--- config.mk ---
export PLATFORM = sky130hd
export DESIGN_NAME = issue_scoreboard_flat
export DESIGN_NICKNAME = d
export VERILOG_FILES = /design/src/rtl/issue_scoreboard_if.sv /design/src/rtl/issue_scoreboard.sv /design/src/flat_wrapper.sv
export SDC_FILE = /design/constraint.sdc
export NUM_CORES = 1
export LEC_CHECK = 0
export CAP_MARGIN = 5
export CORE_UTILIZATION = 50
export DETAILED_ROUTE_END_ITERATION = 10
export MAX_ROUTING_LAYER = met4
export PLACE_DENSITY = 0.87
export SETUP_SLACK_MARGIN = 0.4
export SYNTH_ARGS = -nofsm -noshare
export SYNTH_HDL_FRONTEND = slang
export SYNTH_SLANG_ARGS = --single-unit
--- constraint.sdc ---
create_clock -name clk -period 7.8 [get_ports clk]
set_input_delay 0.78 -clock clk [delete_from_list [all_inputs] [get_ports clk]]
set_output_delay 0.78 -clock clk [all_outputs]
set_load 0.005 [all_outputs]
--- src/rtl/issue_scoreboard_if.sv ---
// S1 issue-gate bundle between decode and issue_scoreboard.
// With SB_PERF_CNT_EN defined the interface also carries the two performance counters.
interface issue_scoreboard_if #(
    parameter int unsigned LANES = 2,
    parameter int unsigned NREG  = 8,
    parameter int unsigned RW    = 3
);
    logic [LANES-1:0]      valid_i;
    logic [LANES*3*RW-1:0] src_num_i;
    logic [LANES*3-1:0]    src_used_i;
    logic [LANES*RW-1:0]   dst_num_i;
    logic [LANES-1:0]      dst_wr_i;
    logic [LANES-1:0]      is_load_i;
    logic                  hold_i;
    logic                  flush_i;
    logic [LANES-1:0]      issue_o;
    logic                  fetch_next_o;
    logic [NREG-1:0]       busy_o;
`ifdef SB_PERF_CNT_EN
    logic [31:0]           perf_stall_o;
    logic [31:0]           perf_issue_o;

    modport master (
        output valid_i, src_num_i, src_used_i, dst_num_i, dst_wr_i, is_load_i, hold_i, flush_i,
        input  issue_o, fetch_next_o, busy_o, perf_stall_o, perf_issue_o
    );
    modport slave (
        input  valid_i, src_num_i, src_used_i, dst_num_i, dst_wr_i, is_load_i, hold_i, flush_i,
        output issue_o, fetch_next_o, busy_o, perf_stall_o, perf_issue_o
    );
`else
    modport master (
        output valid_i, src_num_i, src_used_i, dst_num_i, dst_wr_i, is_load_i, hold_i, flush_i,
        input  issue_o, fetch_next_o, busy_o
    );
    modport slave (
        input  valid_i, src_num_i, src_used_i, dst_num_i, dst_wr_i, is_load_i, hold_i, flush_i,
        output issue_o, fetch_next_o, busy_o
    );
`endif
endinterface

--- src/rtl/issue_scoreboard.sv ---
// N-lane register scoreboard and in-order issue gate at S1 (decode/regread).
// Optional SB_PERF_CNT_EN adds stall/issue performance counters.
module issue_scoreboard #(
    parameter int unsigned LANES    = 2,
    parameter int unsigned NREG     = 8,
    parameter int unsigned RW       = 3,
    parameter int unsigned ALU_LAT  = 1,
    parameter int unsigned LOAD_LAT = 2
) (
    input  logic               clk,
    input  logic               rst,
    issue_scoreboard_if.slave  sb
);
    localparam int unsigned CW = (LOAD_LAT < 2) ? 1 : $clog2(LOAD_LAT + 1);

    logic [CW-1:0]    cnt_q   [NREG];
    logic [CW-1:0]    cnt_d   [NREG];
    logic [NREG-1:0]  busy;
    logic [LANES-1:0] wr_ok;
    logic [LANES-1:0] elig;
    logic [LANES-1:0] issue;
    logic [RW-1:0]    dst     [LANES];
    logic [CW-1:0]    lat_m1  [LANES];
    logic [CW-1:0]    dst_cnt [LANES];

    always_comb begin : busy_map
        busy = '0;
        for (int r = 0; r < NREG; r++) begin
            busy[r] = (cnt_q[r] != '0);
        end
    end

    // Destinations at or beyond NREG are treated as non-writing everywhere.
    always_comb begin : lane_decode
        for (int k = 0; k < LANES; k++) begin
            dst[k]     = sb.dst_num_i[k*RW +: RW];
            wr_ok[k]   = sb.valid_i[k] && sb.dst_wr_i[k] && (32'(dst[k]) < NREG);
            lat_m1[k]  = sb.is_load_i[k] ? CW'(LOAD_LAT - 1) : CW'(ALU_LAT - 1);
            dst_cnt[k] = '0;
            for (int r = 0; r < NREG; r++) begin
                if (dst[k] == RW'(r)) begin
                    dst_cnt[k] = cnt_q[r];
                end
            end
        end
    end

    always_comb begin : hazard
        logic [RW-1:0] src;
        logic          src_busy;
        src      = '0;
        src_busy = 1'b0;
        elig     = '0;
        for (int k = 0; k < LANES; k++) begin
            elig[k] = sb.valid_i[k] && !sb.hold_i && !sb.flush_i && !rst;
            for (int s = 0; s < 3; s++) begin
                src      = sb.src_num_i[k*3*RW + s*RW +: RW];
                src_busy = 1'b0;
                if (sb.src_used_i[k*3 + s]) begin
                    for (int r = 0; r < NREG; r++) begin
                        if (src == RW'(r) && busy[r]) begin
                            src_busy = 1'b1;
                        end
                    end
                    // No same-cycle forwarding from an older lane in the bundle.
                    for (int j = 0; j < LANES; j++) begin
                        if (j < k && wr_ok[j] && dst[j] == src) begin
                            src_busy = 1'b1;
                        end
                    end
                end
                if (src_busy) begin
                    elig[k] = 1'b0;
                end
            end
            if (wr_ok[k]) begin
                if (lat_m1[k] < dst_cnt[k]) begin
                    elig[k] = 1'b0;
                end
                for (int j = 0; j < LANES; j++) begin
                    if (j < k && wr_ok[j] && dst[j] == dst[k] && lat_m1[j] > lat_m1[k]) begin
                        elig[k] = 1'b0;
                    end
                end
            end
        end
    end

    // A stalled lane blocks every younger lane behind it.
    always_comb begin : prefix
        logic run;
        run   = 1'b1;
        issue = '0;
        for (int k = 0; k < LANES; k++) begin
            run      = run & elig[k];
            issue[k] = run;
        end
    end

    always_comb begin : next_cnt
        logic [CW-1:0] dec;
        logic [CW-1:0] nw;
        dec = '0;
        nw  = '0;
        for (int r = 0; r < NREG; r++) begin
            dec = (cnt_q[r] != '0) ? cnt_q[r] - CW'(1) : '0;
            nw  = '0;
            for (int k = 0; k < LANES; k++) begin
                if (issue[k] && wr_ok[k] && dst[k] == RW'(r)) begin
                    nw = lat_m1[k];
                end
            end
            cnt_d[r] = (nw > dec) ? nw : dec;
            if (sb.hold_i) begin
                cnt_d[r] = cnt_q[r];
            end
            if (sb.flush_i) begin
                cnt_d[r] = '0;
            end
        end
    end

    always_ff @(posedge clk or posedge rst) begin
        if (rst) begin
            for (int r = 0; r < NREG; r++) begin
                cnt_q[r] <= '0;
            end
        end else begin
            for (int r = 0; r < NREG; r++) begin
                cnt_q[r] <= cnt_d[r];
            end
        end
    end

    assign sb.issue_o      = issue;
    assign sb.fetch_next_o = (issue == sb.valid_i) && !sb.hold_i && !sb.flush_i && !rst;
    assign sb.busy_o       = busy;

`ifdef SB_PERF_CNT_EN
    logic [31:0] perf_stall_q;
    logic [31:0] perf_issue_q;

    always_ff @(posedge clk or posedge rst) begin
        if (rst) begin
            perf_stall_q <= '0;
            perf_issue_q <= '0;
        end else begin
            if ((sb.valid_i != '0) && !sb.fetch_next_o) begin
                perf_stall_q <= perf_stall_q + 32'd1;
            end
            perf_issue_q <= perf_issue_q + 32'($countones(issue));
        end
    end

    assign sb.perf_stall_o = perf_stall_q;
    assign sb.perf_issue_o = perf_issue_q;
`endif
endmodule

--- src/flat_wrapper.sv ---
// flat-port wrapper written by rule: the top's interface ports become plain ports
module issue_scoreboard_flat 
#(
    parameter int unsigned LANES    = 2,
    parameter int unsigned NREG     = 8,
    parameter int unsigned RW       = 3,
    parameter int unsigned ALU_LAT  = 1,
    parameter int unsigned LOAD_LAT = 2
)
  (clk, rst, sb_valid_i, sb_src_num_i, sb_src_used_i, sb_dst_num_i, sb_dst_wr_i, sb_is_load_i, sb_hold_i, sb_flush_i, sb_issue_o, sb_fetch_next_o, sb_busy_o);
  issue_scoreboard_if #(.LANES(LANES), .NREG(NREG), .RW(RW)) sb_i ();
  input  logic clk;
  input  logic rst;
  input wire logic [$bits(sb_i.valid_i)-1:0] sb_valid_i;
  input wire logic [$bits(sb_i.src_num_i)-1:0] sb_src_num_i;
  input wire logic [$bits(sb_i.src_used_i)-1:0] sb_src_used_i;
  input wire logic [$bits(sb_i.dst_num_i)-1:0] sb_dst_num_i;
  input wire logic [$bits(sb_i.dst_wr_i)-1:0] sb_dst_wr_i;
  input wire logic [$bits(sb_i.is_load_i)-1:0] sb_is_load_i;
  input wire logic [$bits(sb_i.hold_i)-1:0] sb_hold_i;
  input wire logic [$bits(sb_i.flush_i)-1:0] sb_flush_i;
  output wire logic [$bits(sb_i.issue_o)-1:0] sb_issue_o;
  output wire logic [$bits(sb_i.fetch_next_o)-1:0] sb_fetch_next_o;
  output wire logic [$bits(sb_i.busy_o)-1:0] sb_busy_o;
  assign sb_i.valid_i = sb_valid_i;
  assign sb_i.src_num_i = sb_src_num_i;
  assign sb_i.src_used_i = sb_src_used_i;
  assign sb_i.dst_num_i = sb_dst_num_i;
  assign sb_i.dst_wr_i = sb_dst_wr_i;
  assign sb_i.is_load_i = sb_is_load_i;
  assign sb_i.hold_i = sb_hold_i;
  assign sb_i.flush_i = sb_flush_i;
  assign sb_issue_o = sb_i.issue_o;
  assign sb_fetch_next_o = sb_i.fetch_next_o;
  assign sb_busy_o = sb_i.busy_o;
  issue_scoreboard #(.LANES(LANES), .NREG(NREG), .RW(RW), .ALU_LAT(ALU_LAT), .LOAD_LAT(LOAD_LAT)) u_core (.clk(clk), .rst(rst), .sb(sb_i));
endmodule
==> impl_metrics.env <==
export IMPL_hold_class="flip-flop to flip-flop"
export IMPL_area_delta_synth_final_pct=24.2
export IMPL_combPwrFrac=0.309
export IMPL_crit_path_end="sb_fetch_next_o"
export IMPL_fin_nets=354
export IMPL_p_per_area_nw_per_um2=88.2
export IMPL_slew_violations=0
export IMPL_htreeDepth=1
export IMPL_syn_inst=280
export IMPL_grt_pass1_vias=2283
export IMPL_synth_edf_count=0
export IMPL_ys_seq_area_frac=0.194
export IMPL_worstSetupPathType="primary input to primary output"
export IMPL_final_common_cell="clkdlybuf4s50_1"
export IMPL_timing_rr_end="u_core.cnt_q[4]$_DFFE_PP0P_"
export IMPL_synth_flop_cell="dfrtp_1"
export IMPL_start_util=0.543
export IMPL_avgViaCountPerCell=6.62
export IMPL_crit_path_start="sb_dst_num_i[1]"
export IMPL_num_fill_cells=337
export IMPL_place_congestion=0.950
export IMPL_numPortBuffers=50
export IMPL_synth_cell_types=56
export IMPL_total_power_w=0.000226
export IMPL_path_max_fanout=20
export IMPL_hpwlAfterDp_mm=5.08
export IMPL_diodes=0
export IMPL_drc=0
export IMPL_critPathCaptureType="primary output"
export IMPL_wl_mm=6.82
export IMPL_pre_cts_slack_ps=2920
export IMPL_synth_top_cell_by_area="dfrtp_1"
export IMPL_synthesis_nets=320
export IMPL_p_int_w=0.000160
export IMPL_period_needed_ps=4970
export IMPL_grt_use_met1=0.419
export IMPL_top_regs="u_core.cnt_q: 16 flops"
export IMPL_setup_violations_final=0
export IMPL_setup_tns_ps=0
export IMPL_yosys_warnings=0
export IMPL_vias=2391
export IMPL_clk_latency_ps=250
export IMPL_finalClockSkew_ps=0.846
export IMPL_largest_register="u_core.cnt_q"
export IMPL_grt_max_degree=21
export IMPL_met2_usage=0.561
export IMPL_critPathRequiredTime_ps=7020
export IMPL_cts_tree="built"
export IMPL_cap_violations=0
export IMPL_placementRows=22
export IMPL_arrival_ps=4190
export IMPL_gr_total_overflow=0
export IMPL_drive_gt1_frac=0.0639
export IMPL_final_cell_mix="clkdlybuf4s50_1, nand2_1, nor2_1"
export IMPL_fin_crit_sh=0.637
export IMPL_cts_hold_buffers_added=0
export IMPL_synth_top_cell_area_share=0.194
export IMPL_core_area_um2=3800
export IMPL_irDropWorstVdd_v=0.000125
export IMPL_use_met3=0.0259
export IMPL_run_status="complete, no violations"
export IMPL_r2r_cells=9
export IMPL_antenna_found_initial=0
export IMPL_drt_initial_drc_count=243
export IMPL_largest_reg_flops=16
export IMPL_synth_area_um2=2060
export IMPL_drt_pass1_iterations=4
export IMPL_switchingPower_w=0.0000655
export IMPL_grt_setup_unrepaired="false"
export IMPL_r2r_start="u_core.cnt_q[6]$_DFFE_PP0P_"
export IMPL_io_pins=51
export IMPL_wl_per_cell_um=18.9
export IMPL_slew_headroom=0.448
export IMPL_start_kind="primary input"
export IMPL_grt_busiest_layer="met2"
export IMPL_final_hold_viol_count=0
export IMPL_seqPwrFrac=0.368
export IMPL_die_x_um=66.2
export IMPL_root_buffer="clkbuf_8"
export IMPL_postSynthAreaPerCell_um2=7.36
export IMPL_cts_resized=0
export IMPL_synth_seq_cells=16
export IMPL_max_freq_ghz=0.201
export IMPL_p_sw_frac=0.290
export IMPL_r2r_setup_slack_ps=4450
export IMPL_synthTopCellsByArea="dfrtp_1, nor3_1, xor2_1"
export IMPL_postRouteAntennaNets=0
export IMPL_die_h_um=66.2
export IMPL_tightest_slew_ps=826
export IMPL_cts_buffers_inserted=3
export IMPL_clkPwrFrac=0.323
export IMPL_cts_sinks=16
export IMPL_cts_setup_buffers=0
export IMPL_ys_async_sr_fraction=1.00
export IMPL_die_area_um2=4390
export IMPL_p_leak_nw=0.992
export IMPL_grt_usage=0.339
export IMPL_fin_ws_ps=2830
export IMPL_clkTransAtPathRegs_ps=60
export IMPL_grt_pass1_wl_mm=10.9
export IMPL_cts_max_path_buffers=2
## synth_stat cells (2+ instances only)
library cell / number
dfrtp_1: 16
a31oi_1: 9
a21oi_1: 14
and3_1: 2
o21ai_0: 11
buf_4: 5
clkbuf_1: 9
a2111oi_0: 6
nand2_1: 25
a311o_1: 3
a31o_2: 2
a211oi_1: 5
mux2i_1: 6
nor3_1: 22
mux4_2: 4
a41o_1: 4
nand3_1: 9
nor4_1: 6
nor2_1: 23
inv_2: 2
buf_6: 2
nor3b_1: 8
nand4_1: 5
nor2b_1: 3
a311oi_1: 7
and2_1: 4
nand3b_1: 2
buf_2: 4
nor2_2: 3
inv_1: 15
xor2_1: 12
clkinv_1: 2
nand2b_1: 5
a31o_1: 2
or2_1: 2
## critical path, cell delays in order
cell,delay [ps]
clkdlybuf4s50_1,1010
xor2_1,200
nor4_1,70
a2111oi_0,460
o21ai_0,170
nor4_1,170
and3_1,590
o21a_1,240
clkdlybuf4s50_1,500
## power by group through the flow
| stage | sequential, W | clock [W] | combinational (W) |
|---|---|---|---|
| after floorplan | 0.0000846 | 0 | 0.0000369 |
| after global placement | 0.0000846 | 0 | 0.0000675 |
| after detailed placement | 0.0000846 | 0 | 0.0000687 |
| after CTS | 0.0000831 | 0.0000749 | 0.0000690 |
| after global routing | 0.0000830 | 0.0000781 | 0.0000762 |
| final | 0.0000831 | 0.0000728 | 0.0000698 |
## worst min path at each step
stage,from,to,slack [ps],cells past startpoint
finish,u_core.cnt_q[9]$_DFFE_PP0P_,u_core.cnt_q[9]$_DFFE_PP0P_,650,1
global route,u_core.cnt_q[13]$_DFFE_PP0P_,u_core.cnt_q[13]$_DFFE_PP0P_,670,1
CTS,u_core.cnt_q[9]$_DFFE_PP0P_,u_core.cnt_q[9]$_DFFE_PP0P_,650,1
detailed placement,u_core.cnt_q[1]$_DFFE_PP0P_,u_core.cnt_q[1]$_DFFE_PP0P_,640,1
global placement,u_core.cnt_q[9]$_DFFE_PP0P_,u_core.cnt_q[9]$_DFFE_PP0P_,620,1
floorplan,u_core.cnt_q[3]$_DFFE_PP0P_,u_core.cnt_q[3]$_DFFE_PP0P_,560,2
## cell families (layout without fill, tap and decap cells)
family,count (synthesis),count (layout),share of synthesized area
muxes,11,11,0.0783
buffers and inverters,40,73,0.0916
AOI/OAI and AO/OA,75,75,0.262
and+or+nand+nor,126,126,0.323
xor gates and xnor gates,12,12,0.0510
DFF,16,16,0.194
## metal layers
layer | up-vias | part of all wire
met5 | - | 0
met2 | 135 | 0.46
li1 | 1114 | -
met4 | 0 | 0.038
met3 | 25 | 0.093
met1 | 1117 | 0.41
## final cells by class
type                    count  area (um2)  share of cell area
repair buffers             50         500               0.196
flip-flops and latches     16         400               0.156
clock buffers               4        55.1              0.0215
multi-input cells         224        1470               0.575
inverters                  19        71.3              0.0279
well taps                  48        60.1              0.0235
## through the flow
| step | instances | util | instance area [um2] | hold slack (ps) |
|---|---|---|---|---|
| 2_1_floorplan | 280 | - | 2060 | 558 |
| 3_3_place_gp | 357 | 0.659 | 2500 | 620 |
| 3_5_place_dp | 357 | 0.659 | 2500 | 638 |
| 4_1_cts | 361 | 0.674 | 2560 | 651 |
| 5_1_grt | 361 | 0.674 | 2560 | 674 |
| 6_report | 361 | 0.674 | 2560 | 653 |
No activity file was read; power rests on OpenSTA's default activity.
